**config.mk**
```make
export PLATFORM = sky130hd
export DESIGN_NAME = pipelined_csel_adder_flat
export DESIGN_NICKNAME = d
export VERILOG_FILES = /design/src/rtl/pipelined_csel_adder_if.sv /design/src/rtl/pipelined_csel_adder.sv /design/src/flat_wrapper.sv
export SDC_FILE = /design/constraint.sdc
export NUM_CORES = 1
export LEC_CHECK = 0
export CAP_MARGIN = 20
export CORE_MARGIN = 1
export CORE_UTILIZATION = 45
export CTS_CLUSTER_SIZE = 20
export DETAILED_ROUTE_END_ITERATION = 8
export PLACE_DENSITY_LB_ADDON = 0.08
export SYNTH_ARGS = -nofsm -noshare
export SYNTH_HDL_FRONTEND = slang
export SYNTH_SLANG_ARGS = --single-unit
```
**constraint.sdc**
```tcl
create_clock -name clk -period 4.68 [get_ports clk]
set_clock_uncertainty 0.1 [all_clocks]
set_input_delay 0.702 -clock clk [delete_from_list [all_inputs] [get_ports clk]]
set_output_delay 0.702 -clock clk [all_outputs]
set_load 0.02 [all_outputs]
```
**src/rtl/pipelined_csel_adder_if.sv**
```systemverilog
// rtl/pipelined_csel_adder_if.sv - operand/result handshake bundle for pipelined_csel_adder (zero flag under ADDER_ZERO_FLAG_EN)
interface pipelined_csel_adder_if #(
  parameter int WIDTH = 32
);
  logic             in_valid;
  logic             in_ready;
  logic [WIDTH-1:0] a;
  logic [WIDTH-1:0] b;
  logic             cin;
  logic             sub;
  logic             out_valid;
  logic             out_ready;
  logic [WIDTH-1:0] sum;
  logic             cout;
  logic             ovf;
`ifdef ADDER_ZERO_FLAG_EN
  logic             zero;
`endif

  modport master (
    output in_valid, a, b, cin, sub, out_ready,
    input  in_ready, out_valid, sum, cout, ovf
`ifdef ADDER_ZERO_FLAG_EN
    , input zero
`endif
  );

  modport slave (
    input  in_valid, a, b, cin, sub, out_ready,
    output in_ready, out_valid, sum, cout, ovf
`ifdef ADDER_ZERO_FLAG_EN
    , output zero
`endif
  );
endinterface

```
**src/rtl/pipelined_csel_adder.sv**
```systemverilog
// rtl/pipelined_csel_adder.sv - pipelined carry-select add/sub, one segment per stage; ADDER_ZERO_FLAG_EN adds a registered zero flag
module pipelined_csel_adder #(
  parameter int WIDTH  = 32,
  parameter int STAGES = 2
) (
  input  logic                 clk,
  input  logic                 rst_n,
  pipelined_csel_adder_if.slave adder_if
);
  localparam int SEG = WIDTH / STAGES;

  logic [STAGES-1:0] v_q;
  logic [STAGES-1:0] v_d;
  logic [STAGES-1:0] v_in;
  logic [STAGES-1:0] en;
  logic [WIDTH-1:0]  b_eff;
  logic              c_in_eff;

  assign b_eff    = adder_if.sub ? ~adder_if.b : adder_if.b;
  assign c_in_eff = adder_if.sub | adder_if.cin;

  // Stage enables: a stage may load when empty or when the stage after it moves
  always_comb begin
    en = '0;
    en[STAGES-1] = ~v_q[STAGES-1] | adder_if.out_ready;
    for (int k = STAGES - 2; k >= 0; k--) begin
      en[k] = ~v_q[k] | en[k+1];
    end
  end

  assign v_d = (en & v_in) | (~en & v_q);

  // Valid bits; reset drops every in-flight operation at once
  always_ff @(posedge clk or negedge rst_n) begin
    if (!rst_n) v_q <= '0;
    else        v_q <= v_d;
  end

  for (genvar k = 0; k < STAGES; k++) begin : g_stage
    localparam int RES = SEG * (k + 1);

    logic [SEG-1:0] a_seg;
    logic [SEG-1:0] b_seg;
    logic           c_sel;
    logic [SEG:0]   s0;
    logic [SEG:0]   s1;
    logic [SEG:0]   sel;
    logic [RES-1:0] sum_d;
    logic [RES-1:0] sum_q;
    logic           c_d;
    logic           c_q;
    logic           load;

    if (k == 0) begin : g_src
      assign a_seg   = adder_if.a[SEG-1:0];
      assign b_seg   = b_eff[SEG-1:0];
      assign c_sel   = c_in_eff;
      assign v_in[k] = adder_if.in_valid;
      assign sum_d   = sel[SEG-1:0];
    end else begin : g_src
      assign a_seg   = g_stage[k-1].g_rem.a_rem_q[SEG-1:0];
      assign b_seg   = g_stage[k-1].g_rem.b_rem_q[SEG-1:0];
      assign c_sel   = g_stage[k-1].c_q;
      assign v_in[k] = v_q[k-1];
      assign sum_d   = {sel[SEG-1:0], g_stage[k-1].sum_q};
    end

    // Both speculative sums are formed up front; the incoming carry only picks one
    assign s0   = {1'b0, a_seg} + {1'b0, b_seg};
    assign s1   = {1'b0, a_seg} + {1'b0, b_seg} + {{SEG{1'b0}}, 1'b1};
    assign sel  = c_sel ? s1 : s0;
    assign c_d  = sel[SEG];
    assign load = en[k] & v_in[k];

    // Resolved sum bits and segment carry; bubbles leave the data untouched
    always_ff @(posedge clk or negedge rst_n) begin
      if (!rst_n) begin
        sum_q <= '0;
        c_q   <= 1'b0;
      end else if (load) begin
        sum_q <= sum_d;
        c_q   <= c_d;
      end
    end

    if (k < STAGES - 1) begin : g_rem
      localparam int REM = WIDTH - RES;
      logic [REM-1:0] a_rem_d;
      logic [REM-1:0] b_rem_d;
      logic [REM-1:0] a_rem_q;
      logic [REM-1:0] b_rem_q;

      if (k == 0) begin : g_src
        assign a_rem_d = adder_if.a[WIDTH-1:SEG];
        assign b_rem_d = b_eff[WIDTH-1:SEG];
      end else begin : g_src
        assign a_rem_d = g_stage[k-1].g_rem.a_rem_q[REM+SEG-1:SEG];
        assign b_rem_d = g_stage[k-1].g_rem.b_rem_q[REM+SEG-1:SEG];
      end

      // Unresolved operand bits ride along right-aligned for the next stage
      always_ff @(posedge clk or negedge rst_n) begin
        if (!rst_n) begin
          a_rem_q <= '0;
          b_rem_q <= '0;
        end else if (load) begin
          a_rem_q <= a_rem_d;
          b_rem_q <= b_rem_d;
        end
      end
    end

    if (k == STAGES - 1) begin : g_last
      logic msb_cin_d;
      logic msb_cin_q;

      // Carry into the MSB is recovered from the MSB's own sum bit
      assign msb_cin_d = a_seg[SEG-1] ^ b_seg[SEG-1] ^ sel[SEG-1];

      // MSB carry-in kept beside the final carry so ovf is a pure register XOR
      always_ff @(posedge clk or negedge rst_n) begin
        if (!rst_n)    msb_cin_q <= 1'b0;
        else if (load) msb_cin_q <= msb_cin_d;
      end
    end

`ifdef ADDER_ZERO_FLAG_EN
    logic z_d;
    logic z_q;

    if (k == 0) begin : g_zsrc
      assign z_d = (sel[SEG-1:0] == '0);
    end else begin : g_zsrc
      assign z_d = g_stage[k-1].z_q & (sel[SEG-1:0] == '0);
    end

    // Zero flag accumulated one segment at a time alongside the sum
    always_ff @(posedge clk or negedge rst_n) begin
      if (!rst_n)    z_q <= 1'b0;
      else if (load) z_q <= z_d;
    end
`endif
  end

  assign adder_if.in_ready  = en[0];
  assign adder_if.out_valid = v_q[STAGES-1];
  assign adder_if.sum       = g_stage[STAGES-1].sum_q;
  assign adder_if.cout      = g_stage[STAGES-1].c_q;
  assign adder_if.ovf       = g_stage[STAGES-1].g_last.msb_cin_q ^ g_stage[STAGES-1].c_q;
`ifdef ADDER_ZERO_FLAG_EN
  assign adder_if.zero      = g_stage[STAGES-1].z_q;
`endif
endmodule

```
**src/flat_wrapper.sv**
```systemverilog
// flat-port wrapper written by rule: the top's interface ports become plain ports
module pipelined_csel_adder_flat 
#(
  parameter int WIDTH  = 32,
  parameter int STAGES = 2
)
  (clk, rst_n, adder_if_in_valid, adder_if_a, adder_if_b, adder_if_cin, adder_if_sub, adder_if_out_ready, adder_if_in_ready, adder_if_out_valid, adder_if_sum, adder_if_cout, adder_if_ovf);
  pipelined_csel_adder_if #(.WIDTH(WIDTH)) adder_if_i ();
  input  logic clk;
  input  logic rst_n;
  input wire logic [$bits(adder_if_i.in_valid)-1:0] adder_if_in_valid;
  input wire logic [$bits(adder_if_i.a)-1:0] adder_if_a;
  input wire logic [$bits(adder_if_i.b)-1:0] adder_if_b;
  input wire logic [$bits(adder_if_i.cin)-1:0] adder_if_cin;
  input wire logic [$bits(adder_if_i.sub)-1:0] adder_if_sub;
  input wire logic [$bits(adder_if_i.out_ready)-1:0] adder_if_out_ready;
  output wire logic [$bits(adder_if_i.in_ready)-1:0] adder_if_in_ready;
  output wire logic [$bits(adder_if_i.out_valid)-1:0] adder_if_out_valid;
  output wire logic [$bits(adder_if_i.sum)-1:0] adder_if_sum;
  output wire logic [$bits(adder_if_i.cout)-1:0] adder_if_cout;
  output wire logic [$bits(adder_if_i.ovf)-1:0] adder_if_ovf;
  assign adder_if_i.in_valid = adder_if_in_valid;
  assign adder_if_i.a = adder_if_a;
  assign adder_if_i.b = adder_if_b;
  assign adder_if_i.cin = adder_if_cin;
  assign adder_if_i.sub = adder_if_sub;
  assign adder_if_i.out_ready = adder_if_out_ready;
  assign adder_if_in_ready = adder_if_i.in_ready;
  assign adder_if_out_valid = adder_if_i.out_valid;
  assign adder_if_sum = adder_if_i.sum;
  assign adder_if_cout = adder_if_i.cout;
  assign adder_if_ovf = adder_if_i.ovf;
  pipelined_csel_adder #(.WIDTH(WIDTH), .STAGES(STAGES)) u_core (.clk(clk), .rst_n(rst_n), .adder_if(adder_if_i));
endmodule
```
==> results of run 1 <==
[layout by cell type (no fill, tap or decap), types with 4 or more instances in the layout]
| cell type | instances |
|---|---|
| sky130_fd_sc_hd__nor2_1 | 20 |
| sky130_fd_sc_hd__dfrtp_1 | 85 |
| sky130_fd_sc_hd__a21o_1 | 14 |
| sky130_fd_sc_hd__inv_1 | 13 |
| sky130_fd_sc_hd__clkbuf_16 | 9 |
| sky130_fd_sc_hd__buf_4 | 7 |
| sky130_fd_sc_hd__mux2_2 | 34 |
| sky130_fd_sc_hd__nor3_1 | 9 |
| sky130_fd_sc_hd__ha_1 | 36 |
| sky130_fd_sc_hd__o21ai_0 | 51 |
| sky130_fd_sc_hd__nand3_1 | 13 |
| sky130_fd_sc_hd__and3_1 | 4 |
| sky130_fd_sc_hd__o21ai_1 | 9 |
| sky130_fd_sc_hd__a21oi_1 | 31 |
| sky130_fd_sc_hd__nand4_1 | 5 |
| sky130_fd_sc_hd__o21a_1 | 6 |
| sky130_fd_sc_hd__clkdlybuf4s50_1 | 103 |
| sky130_fd_sc_hd__and2_1 | 4 |
| sky130_fd_sc_hd__a211oi_1 | 8 |
| sky130_fd_sc_hd__nand2b_1 | 6 |
| sky130_fd_sc_hd__xnor2_1 | 45 |
| sky130_fd_sc_hd__nand2_1 | 81 |
| sky130_fd_sc_hd__xor2_1 | 35 |
[logic make-up after synthesis]
kind of cell    Yosys count  synth area share [%]
fa+ha+maj                38                  8.56
mux                      37                  7.21
simple gates            172                  15.1
flops                    85                  37.1
compound gates          152                  17.5
buf+inv                  35                  2.32
xor+xnor                 80                  12.2
[metrics by stage]
stage	instance area [um2]	setup WS [ns]	power [W]	hold WS, ns	instances
floorplan	5730	0.545	0.00215	0.306	599
global placement	6950	0.538	0.00268	0.359	856
detailed placement	6950	0.381	0.00272	0.365	856
CTS	7250	0.756	0.00346	0.296	872
global route	7280	0.521	0.00367	0.332	873
finish	7280	0.771	0.00343	0.279	873
[power by group]
| part | total [W] | internal, W | switching [W] |
|---|---|---|---|
| clock network | 0.000729 | 0.000431 | 0.000297 |
| registers | 0.00108 | 0.000953 | 0.000128 |
| logic | 0.00162 | 0.000766 | 0.000851 |
| total | 0.00343 | 0.00215 | 0.00128 |
[worst max-delay path: stages]
cell and delay [ns]:
sky130_fd_sc_hd__clkdlybuf4s50_1 0.47, sky130_fd_sc_hd__xor2_1 0.15, sky130_fd_sc_hd__ha_1 0.19, sky130_fd_sc_hd__inv_1 0.06, sky130_fd_sc_hd__fa_1 0.40, sky130_fd_sc_hd__xor2_1 0.21
sky130_fd_sc_hd__nor4b_1 0.43, sky130_fd_sc_hd__nand4_1 0.25, sky130_fd_sc_hd__nor3_1 0.33, sky130_fd_sc_hd__nand4_1 0.28, sky130_fd_sc_hd__o31a_1 0.32, sky130_fd_sc_hd__o31a_1 0.24
[sequential cells by signal, summed over array words and instances, names as in the netlist, named ones only]
name	count
u_core.adder_if.sum	32
u_core.g_stage.g_rem.a_rem_q	16
u_core.g_stage.g_rem.b_rem_q	16
u_core.g_stage.sum_q	16
u_core.adder_if.cout	1
u_core.g_stage.c_q	1
u_core.g_stage.g_last.msb_cin_q	1
[layer usage]
| layer | up-vias | part of all wire, % | track usage [%] |
|---|---|---|---|
| met4 | 0 | 1.8 | 6.75 |
| met2 | 99 | 51 | 37.2 |
| met5 | - | 0 | 0 |
| met3 | 13 | 3.3 | 3.37 |
| li1 | 2351 | - | - |
| met1 | 2192 | 44 | 23.0 |
[cell type report]
class,count,area [um2]
inverter,13,48.8
multi-input combinational,479,3470
sequential,85,2130
fill,1145,4930
tap,168,210
clock buffer,10,239
clock inverter,6,70.1
timing repair buffer,112,1120
[worst max-delay path by stage]
stage | startpoint | slack, ns | to | depth (start not counted)
floorplan | adder_if_sub | 0.54 | u_core.g_stage[0].sum_q[15] | 13
global placement | adder_if_b[0] | 0.54 | u_core.g_stage[0].sum_q[15] | 12
detailed placement | adder_if_b[0] | 0.38 | u_core.g_stage[0].sum_q[15] | 12
CTS | adder_if_b[0] | 0.76 | u_core.g_stage[0].sum_q[15] | 12
global route | adder_if_b[0] | 0.52 | u_core.g_stage[0].sum_q[13] | 13
finish | adder_if_b[0] | 0.77 | u_core.g_stage[0].sum_q[15] | 12
==> metrics.log, run 1 <==
INFO  metric core_area = 12200 um2
INFO  metric final_hold_viol_count = 0
INFO  metric hold_buffers = 0
INFO  metric synth.ff_latch_count = 85
INFO  metric synth.lib_cells_used.distinct = 63
INFO  metric cts-buffers-inserted = 9
INFO  metric route.detailed.drc = 0
INFO  metric fraction_of_layout_cells_with_a_size_suffix_above_1 = 10.5%
INFO  metric dieHeight = 115 um
INFO  metric synthesis.nets = 707
INFO  metric tritoncts = done
INFO  metric synth_top_area_share = 37.1%
INFO  metric run_status = completed
INFO  metric clk-insertion-delay-late = 0.34 ns
INFO  metric maxCapViolCount = 0
INFO  metric synth_ff_type = sky130_fd_sc_hd__dfrtp_1
INFO  metric detailedPlacementHpwl = 9690 um
INFO  metric pin_count_of_the_biggest_net_entering_global_routing = 55
INFO  metric clock-root-buffer = sky130_fd_sc_hd__clkbuf_16
INFO  metric post_cts_resize_count = 0
INFO  metric worstSetupPathType = input pin to flip-flop
INFO  metric worst_r2r_startpoint = u_core.g_stage[0].g_rem.b_rem_q[0]
INFO  metric crit_path_end_kind = flip-flop
INFO  metric ys_async_sr_fraction = 100%
INFO  metric post_cts_buffers = 0
INFO  metric syn-cell-area = 5730 um2
INFO  metric grt_overflow = 0
INFO  metric detail_route.iter0.violations = 148
INFO  metric ant_nets = 0
INFO  metric io_buffer_count = 105
INFO  metric cell_type_contributing_the_most_total_cell_area_after_synthesis = sky130_fd_sc_hd__dfrtp_1
INFO  metric peakVddDrop = 0.227 mV
INFO  metric first_pass_grt_wire_length = 20700 um
INFO  metric effective_utilization_at_floorplan = 46.9%
INFO  metric vias_in_the_first_global_route = 4635
INFO  metric antenna_found_initial = 0
INFO  metric power-per-cell-area = 471 nW/um2
INFO  metric cts_sinks = 85
INFO  metric worst_setup_path_start_kind = input pin
INFO  metric wl_per_cell = 14.0 um
INFO  metric rr_endpoint = u_core.adder_if.sum[31]
INFO  metric global_routing_usage_summed_across_all_routing_layers = 19.9%
INFO  metric fin_tns_setup = 0 ns
INFO  metric synth_area_per_cell = 9.56 um2
INFO  metric min_period_over_period = 83.5%
INFO  metric synth_most_common_cell = sky130_fd_sc_hd__dfrtp_1
INFO  metric drt-vias-per-instance = 5.33
INFO  metric yosys_warnings = 0
INFO  metric worst_pin_slew = 1.04 ns
INFO  metric route.final.wire_length = 12200 um
INFO  metric worst_reg_to_reg_setup_slack = 0.97 ns
INFO  metric synth_sequential_area_ratio = 37.1%
INFO  metric synth_cells = 599
INFO  metric rsz0062_at_grt = no
INFO  metric fin_util = 59.6%
INFO  metric num_vias = 4655
INFO  metric synth_enable_flop_cells = 0
INFO  metric netlist_top_cells_count = sky130_fd_sc_hd__dfrtp_1, sky130_fd_sc_hd__nand2_1, sky130_fd_sc_hd__o21ai_0, sky130_fd_sc_hd__xnor2_1, sky130_fd_sc_hd__ha_1
INFO  metric timing.final.setup_violations = 0
INFO  metric die_width = 115 um
INFO  metric required = 4.80 ns
INFO  metric static-leakage-power = 3.09 nW
INFO  metric clock.fmax = 256 MHz
INFO  metric num_io_pins = 106
INFO  metric slew-limit-headroom = 30.5%
INFO  metric cts_htree_levels = 3
INFO  metric holdCritPathClass = input pin to asynchronous set/reset pin
INFO  metric reg2reg_depth = 11
INFO  metric rows = 40
INFO  metric synthToLayoutAreaGrowth = 27.1%
INFO  metric period_minus_slack = 3.91 ns
INFO  metric final_estimated_routing_congestion_in_global_placement = 0.871
INFO  metric worst_setup_hold_path_clk_slew = 0.06 ns
INFO  metric area_contributors_post_synth = sky130_fd_sc_hd__dfrtp_1, sky130_fd_sc_hd__ha_1, sky130_fd_sc_hd__xnor2_1, sky130_fd_sc_hd__mux2_2, sky130_fd_sc_hd__nand2_1
INFO  metric clockBufferDepth = 2
INFO  metric floorplan.die_area = 13200 um2
INFO  metric worst_ep_arrival_time = 4.03 ns
INFO  metric fin_nets = 808
INFO  metric critical_path_peak_fanout = 5
INFO  metric antenna_cells = 0
INFO  metric first_pass_detailed_route_iteration_total = 4
INFO  metric slew_violations = 0
No activity file was read; power rests on OpenSTA's default activity.
==> inputs of run 2 (changes only) <==
- clock period: 4.68 -> 4 ns (I/O delays scaled with it)
==> run 2 against run 1 <==
  * Worst setup slack lost 0.51 ns
  * Cell area rose by 0.98%
  * Flip-flop and latch count did not move
  * Register-to-register slack got worse by 0.71 ns
  * Non-clock buffer count grew 13
  * Clock-buffer cell count is the same
  * Global-route usage hardly changed
  * Critical endpoint is now u_core.adder_if.sum[31]
  * Largest cell class unchanged
==> metrics.log, run 2 (synthesis results as in run 1) <==
INFO  metric io_buffer_count = 105 (unchanged)
INFO  metric die_width = 115 um (unchanged)
INFO  metric floorplan.die_area = 13200 um2 (unchanged)
INFO  metric required = 4.12 ns (-0.68 ns)
INFO  metric holdCritPathClass = input pin to asynchronous set/reset pin
INFO  metric fin_util = 60.2% (+0.58 points)
INFO  metric critical_path_peak_fanout = 4 (-1)
INFO  metric maxCapViolCount = 0 (unchanged)
INFO  metric place.detailed.instances = 869 (+1.5%)
INFO  metric clk-insertion-delay-late = 0.35 ns (about the same)
INFO  metric slew_violations = 0 (unchanged)
INFO  metric cts_htree_levels = 3 (unchanged)
INFO  metric cts_sinks = 85 (unchanged)
INFO  metric dieHeight = 115 um (unchanged)
INFO  metric run_status = completed
INFO  metric clock-root-buffer = sky130_fd_sc_hd__clkbuf_16
INFO  metric ant_nets = 0 (unchanged)
INFO  metric cts-buffers-inserted = 9 (unchanged)
INFO  metric vias_in_the_first_global_route = 4578 (-1.2%)
INFO  metric min_period_over_period = 93.4%
INFO  metric worst_pin_slew = 1.01 ns (-0.0246 ns)
INFO  metric final_hold_viol_count = 0 (unchanged)
INFO  metric core_area = 12200 um2 (unchanged)
INFO  metric detailed_place.area = 7040 um2 (+1.4%)
INFO  metric antenna_cells = 0 (unchanged)
INFO  metric critical_path.max_stage_delay = 0.41 ns (-0.06 ns)
INFO  metric post_cts_buffers = 0 (unchanged)
INFO  metric worst_path_dominant_cell_family = compound AO/OA/AOI/OAI gates
INFO  metric instances_no_fill = 886 (+1.5%)
INFO  metric crit_path_cell_trace = ha_1 -> fa_1 -> a21o_1 -> a211oi_2 -> xnor2_1 -> o2111ai_4 -> nor4b_4 -> nand4_2 -> a211oi_2 -> a211oi_1 -> a311o_1
INFO  metric detail_route.iter0.violations = 169 (+14%)
INFO  metric pin_count_of_the_biggest_net_entering_global_routing = 86 (+56%)
INFO  metric timing.critical_path.mode_cell = sky130_fd_sc_hd__a211oi_2
INFO  metric worst_setup_hold_path_clk_slew = 0.07 ns (about the same)
INFO  metric effective_utilization_at_floorplan = 46.9% (unchanged)
INFO  metric fin_nets = 821 (+1.6%)
INFO  metric route.detailed.drc = 0 (unchanged)
INFO  metric power-per-cell-area = 538 nW/um2 (+14%)
INFO  metric clockBufferDepth = 2 (unchanged)
INFO  metric timing.final.setup_violations = 0 (unchanged)
INFO  metric slew-limit-headroom = 32.1% (+1.6 points)
INFO  metric clock.fmax = 268 MHz
INFO  metric detailedPlacementHpwl = 9540 um (-1.6%)
INFO  metric crit_path_top_delay_cell = sky130_fd_sc_hd__fa_1
INFO  metric fin_tns_setup = 0 ns (unchanged)
INFO  metric stdcell_area = 7350 um2 (+0.98%)
INFO  metric rows = 40 (unchanged)
INFO  metric global_routing_usage_summed_across_all_routing_layers = 19.9% (+0.027 points)
INFO  metric most-common-layout-cells = sky130_fd_sc_hd__clkdlybuf4s50_1, sky130_fd_sc_hd__dfrtp_1, sky130_fd_sc_hd__nand2_1
INFO  metric antenna_found_initial = 0 (unchanged)
INFO  metric static-leakage-power = 3.14 nW (+1.6%)
INFO  metric period_minus_slack = 3.74 ns
INFO  metric worst_setup_path_start_kind = flip-flop
INFO  metric final_common_cell = sky130_fd_sc_hd__clkdlybuf4s50_1
INFO  metric grt_overflow = 0 (unchanged)
INFO  metric peakVddDrop = 0.294 mV (+29%)
INFO  metric wl_per_cell = 13.7 um (-2.0%)
INFO  metric tritoncts = done
INFO  metric drt-vias-per-instance = 5.28 (-1.0%)
INFO  metric cp_num_buf_inv = 0 (-2)
INFO  metric first_pass_detailed_route_iteration_total = 4 (unchanged)
INFO  metric fraction_of_layout_cells_with_a_size_suffix_above_1 = 12.1% (+1.6 points)
INFO  metric synthToLayoutAreaGrowth = 28.4%
INFO  metric num_io_pins = 106 (unchanged)
INFO  metric rsz0062_at_grt = no
INFO  metric first_pass_grt_wire_length = 20800 um (+0.60%)
INFO  metric final_estimated_routing_congestion_in_global_placement = 0.884 (+1.5%)
INFO  metric route.final.wire_length = 12200 um (-0.51%)
INFO  metric crit_path_end_kind = flip-flop
INFO  metric fillCellCount = 1115 (-2.6%)
INFO  metric largest_register_ffs = 32 (unchanged)
INFO  metric worstSetupPathType = flip-flop to flip-flop
INFO  metric num_vias = 4677 (+0.47%)
INFO  metric worst_ep_arrival_time = 3.86 ns (-0.17 ns)
-- run 2: report_power, final --
group          switching [W]  internal (W)
Combinational       0.000990      0.000924
Sequential          0.000149       0.00112
Clock               0.000356      0.000425
Total                0.00150       0.00246
-- run 2: metrics by stage --
stage	total power, W	hold slack, ns	setup WS [ns]
after floorplan	0.00251	0.204	0.142
after global placement	0.00315	0.358	0.0935
after detailed placement	0.00320	0.366	-0.0691
after CTS	0.00399	0.380	0.239
after global routing	0.00424	0.0442	0.0251
final	0.00396	0.0323	0.264
-- run 2: layout make-up --
type                    count  area, um2  area share [%]
multi-input cells         479       3480            47.3
flip-flops and latches     85       2130            28.9
repair buffers            125       1210            16.5
clock buffers              10        229            3.11
well taps                 168        210            2.86
clock inverters             6       48.8           0.664
inverters                  13       48.8           0.664
-- run 2: layer usage --
metal  global-route usage [%]  part of all wire, %
met3                     2.69                  3.4
met5                        0                    0
met2                     35.6                   49
met4                     8.66                  2.3
met1                     24.1                   45
-- run 2: final timing paths --
kind                                                    start                                 end  slack [ns]  cells after the start
max                        u_core.g_stage[0].g_rem.b_rem_q[0]             u_core.adder_if.sum[31]        0.26                     11
min                                                     rst_n  u_core.g_stage[0].g_rem.a_rem_q[7]        0.03                      1
max reg2reg                u_core.g_stage[0].g_rem.b_rem_q[0]             u_core.adder_if.sum[31]        0.26                     11
min reg2reg                        u_core.g_stage[0].sum_q[5]          u_core.g_stage[0].sum_q[5]        0.37                      2
max in group asynchronous                               rst_n  u_core.g_stage[1].g_last.msb_cin_q        3.15                      2
min in group clk                   u_core.g_stage[0].sum_q[5]          u_core.g_stage[0].sum_q[5]        0.37                      2
-- run 2: timing repair --
action                                  in CTS  in global routing
endpoints found under the setup margin       0                  1
gates resized for setup                      0                  1
hold buffers                                 0                  0
==> inputs of run 3 (changes only) <==
- CORE_MARGIN: 1 -> 5
- SKIP_CTS_REPAIR_TIMING: unset -> 1
==> run 3 against run 2 <==
  * Cell area decreased by 0.32%
  * Via count is 0.26% higher
  * Sequential share of layout area increased by 0.094 points
  * Worst setup slack worse by 0.0037 ns
  * Clock power up 6.4%
  * Clock-buffer cell count is 1 lower
  * Hold slack gained 0.25 ns
  * Combinational power barely moved
  * Critical path type unchanged
==> metrics.log, run 3 (synthesis results as in run 1) <==
INFO  metric slew-limit-headroom = 36.2% (+4.1 points)
INFO  metric clock-root-buffer = sky130_fd_sc_hd__clkbuf_16
INFO  metric most-common-layout-cells = sky130_fd_sc_hd__clkdlybuf4s50_1, sky130_fd_sc_hd__dfrtp_1, sky130_fd_sc_hd__nand2_1
INFO  metric num_vias = 4689 (+0.26%)
INFO  metric setup.worst_path.end = u_core.adder_if.sum[31]
INFO  metric timing.final.setup_violations = 0 (unchanged)
INFO  metric crit_path_cell_trace = ha_1 -> fa_1 -> a21o_1 -> a211oi_2 -> xnor2_1 -> o2111ai_4 -> nor4b_4 -> nand4_2 -> a211oi_2 -> a211oi_1 -> a311o_1
INFO  metric worst_setup_path_startpoint = u_core.g_stage[0].g_rem.b_rem_q[0]
INFO  metric power-per-cell-area = 549 nW/um2 (+2.0%)
INFO  metric fin_util = 58.3% (-1.9 points)
INFO  metric worstSetupPathType = flip-flop to flip-flop
INFO  metric critical_path_peak_fanout = 4 (unchanged)
INFO  metric clk-insertion-delay-late = 0.33 ns (-0.02 ns)
INFO  metric largest_register_ffs = 32 (unchanged)
INFO  metric global_routing_usage_summed_across_all_routing_layers = 18.1% (-1.8 points)
INFO  metric detail_route.iter0.violations = 176 (+4.1%)
INFO  metric final-seq-area = 2130 um2 (unchanged)
INFO  metric required = 4.12 ns (about the same)
INFO  metric cts_sinks = 85 (unchanged)
INFO  metric drt-vias-per-instance = 5.30 (+0.48%)
INFO  metric num_io_pins = 106 (unchanged)
INFO  metric holdCritPathClass = input pin to asynchronous set/reset pin
INFO  metric io_buffer_count = 105 (unchanged)
INFO  metric static-leakage-power = 3.13 nW (-0.34%)
INFO  metric final_hold_viol_count = 0 (unchanged)
INFO  metric final_common_cell = sky130_fd_sc_hd__clkdlybuf4s50_1
INFO  metric vias_in_the_first_global_route = 4687 (+2.4%)
INFO  metric worst_setup_hold_path_clk_slew = 0.06 ns (about the same)
INFO  metric fraction_of_layout_cells_with_a_size_suffix_above_1 = 11.7% (-0.46 points)
INFO  metric dieHeight = 123 um (+7.0%)
INFO  metric synthToLayoutAreaGrowth = 28.0%
INFO  metric timing.critical_path.mode_cell = sky130_fd_sc_hd__a211oi_2
INFO  metric route.final.wire_length = 13000 um (+6.9%)
INFO  metric die_width = 123 um (+7.0%)
INFO  metric worst_ep_arrival_time = 3.86 ns (about the same)
INFO  metric period_minus_slack = 3.74 ns (+0.00375 ns)
INFO  metric ant_nets = 0 (unchanged)
INFO  metric fillCellCount = 1152 (+3.3%)
INFO  metric clock.fmax = 267 MHz (-0.10%)
INFO  metric rows = 41 (+2.5%)
INFO  metric worst_setup_path_start_kind = flip-flop
INFO  metric min_period_over_period = 93.5% (+0.094 points)
INFO  metric design_power_total = 0.00403 W (+1.7%)
INFO  metric fin_nets = 815 (-0.73%)
INFO  metric reg2reg_depth = 11 (unchanged)
INFO  metric worst_r2r_startpoint = u_core.g_stage[0].g_rem.b_rem_q[0]
INFO  metric worst_reg_to_reg_setup_slack = 0.26 ns (about the same)
INFO  metric effective_utilization_at_floorplan = 45.6% (-1.3 points)
INFO  metric worst_pin_slew = 0.954 ns (-0.0607 ns)
INFO  metric tritoncts = done
INFO  metric first_pass_detailed_route_iteration_total = 4 (unchanged)
INFO  metric first_pass_grt_wire_length = 22000 um (+5.7%)
INFO  metric antenna_found_initial = 0 (unchanged)
INFO  metric final_estimated_routing_congestion_in_global_placement = 0.937 (+6.0%)
INFO  metric core_area = 12600 um2 (+2.9%)
INFO  metric slew_violations = 0 (unchanged)
INFO  metric floorplan.die_area = 15100 um2 (+14%)
INFO  metric grt_overflow = 0 (unchanged)
INFO  metric cts-buffers-inserted = 9 (unchanged)
INFO  metric cts_htree_levels = 3 (unchanged)
INFO  metric critical_path.max_stage_delay = 0.42 ns (about the same)
INFO  metric rsz0062_at_grt = no
INFO  metric crit_path_top_delay_cell = sky130_fd_sc_hd__fa_1
INFO  metric wl_per_cell = 14.7 um (+7.1%)
INFO  metric multi_input_area = 3480 um2 (about the same)
INFO  metric peakVddDrop = 0.230 mV (-22%)
INFO  metric clockBufferDepth = 2 (unchanged)
INFO  metric rr_endpoint = u_core.adder_if.sum[31]
INFO  metric antenna_cells = 0 (unchanged)
INFO  metric route.detailed.drc = 0 (unchanged)
INFO  metric maxCapViolCount = 0 (unchanged)
INFO  metric crit_path_end_kind = flip-flop
INFO  metric pin_count_of_the_biggest_net_entering_global_routing = 72 (-16%)
INFO  metric detailedPlacementHpwl = 10300 um (+7.5%)
INFO  metric run_status = completed
run 3: worst min path at each step:
stage,endpoint,cells past startpoint,slack (ns),startpoint
2_1_floorplan,asynchronous set/reset pin,0,0.20,rst_n
3_3_place_gp,u_core.g_stage[0].sum_q[4],2,0.36,u_core.g_stage[0].sum_q[4]
3_5_place_dp,u_core.adder_if.sum[18],2,0.37,u_core.adder_if.sum[18]
4_1_cts,u_core.adder_if.sum[24],1,0.31,rst_n
5_1_grt,u_core.g_stage[0].g_rem.a_rem_q[5],1,0.36,rst_n
6_report,u_core.adder_if.sum[24],1,0.28,rst_n
run 3: power breakdown:
part	internal, W	switching (W)
registers	0.00112	0.000153
clock network	0.000486	0.000346
logic	0.000917	0.00101
total	0.00252	0.00151
run 3: area by class of cell:
| class | instances | share of cell area (%) |
|---|---|---|
| Inverter | 13 | 0.666 |
| Clock buffer | 9 | 3.07 |
| Clock inverter | 7 | 1.01 |
| Timing Repair Buffer | 119 | 15.8 |
| Multi-Input combinational cell | 479 | 47.5 |
| Sequential cell | 85 | 29.0 |
| Tap cell | 172 | 2.94 |
run 3: per-layer routing:
layer / vias to the layer above / share of wire (%) / global-route usage, %
li1: 2359 / - / -
met1: 2215 / 46 / 24.0
met2: 99 / 49 / 30.1
met3: 16 / 3.8 / 3.04
met4: 0 / 1.4 / 5.88
met5: - / 0 / 0
run 3: critical path: cells and delay by family, from the launching register on:
| kind | cells | cell delay (ns) |
|---|---|---|
| DFF | 1 | 0.39 |
| AOI/OAI and AO/OA | 6 | 1.66 |
| and+or+nand+nor | 2 | 0.52 |
| xor gates and xnor gates | 1 | 0.30 |
| adders and majority gates | 2 | 0.66 |
run 3: per-stage QoR:
| step | cells | hold slack (ns) | area [um2] | TNS [ns] | setup WS [ns] |
|---|---|---|---|---|---|
| floorplan | 599 | 0.204 | 5730 | 0 | 0.142 |
| global placement | 868 | 0.359 | 7030 | 0 | 0.0834 |
| detailed placement | 868 | 0.370 | 7030 | -0.0101 | -0.0101 |
| CTS | 884 | 0.312 | 7320 | 0 | 0.154 |
| global route | 884 | 0.362 | 7330 | 0 | 0.0324 |
| finish | 884 | 0.281 | 7330 | 0 | 0.260 |
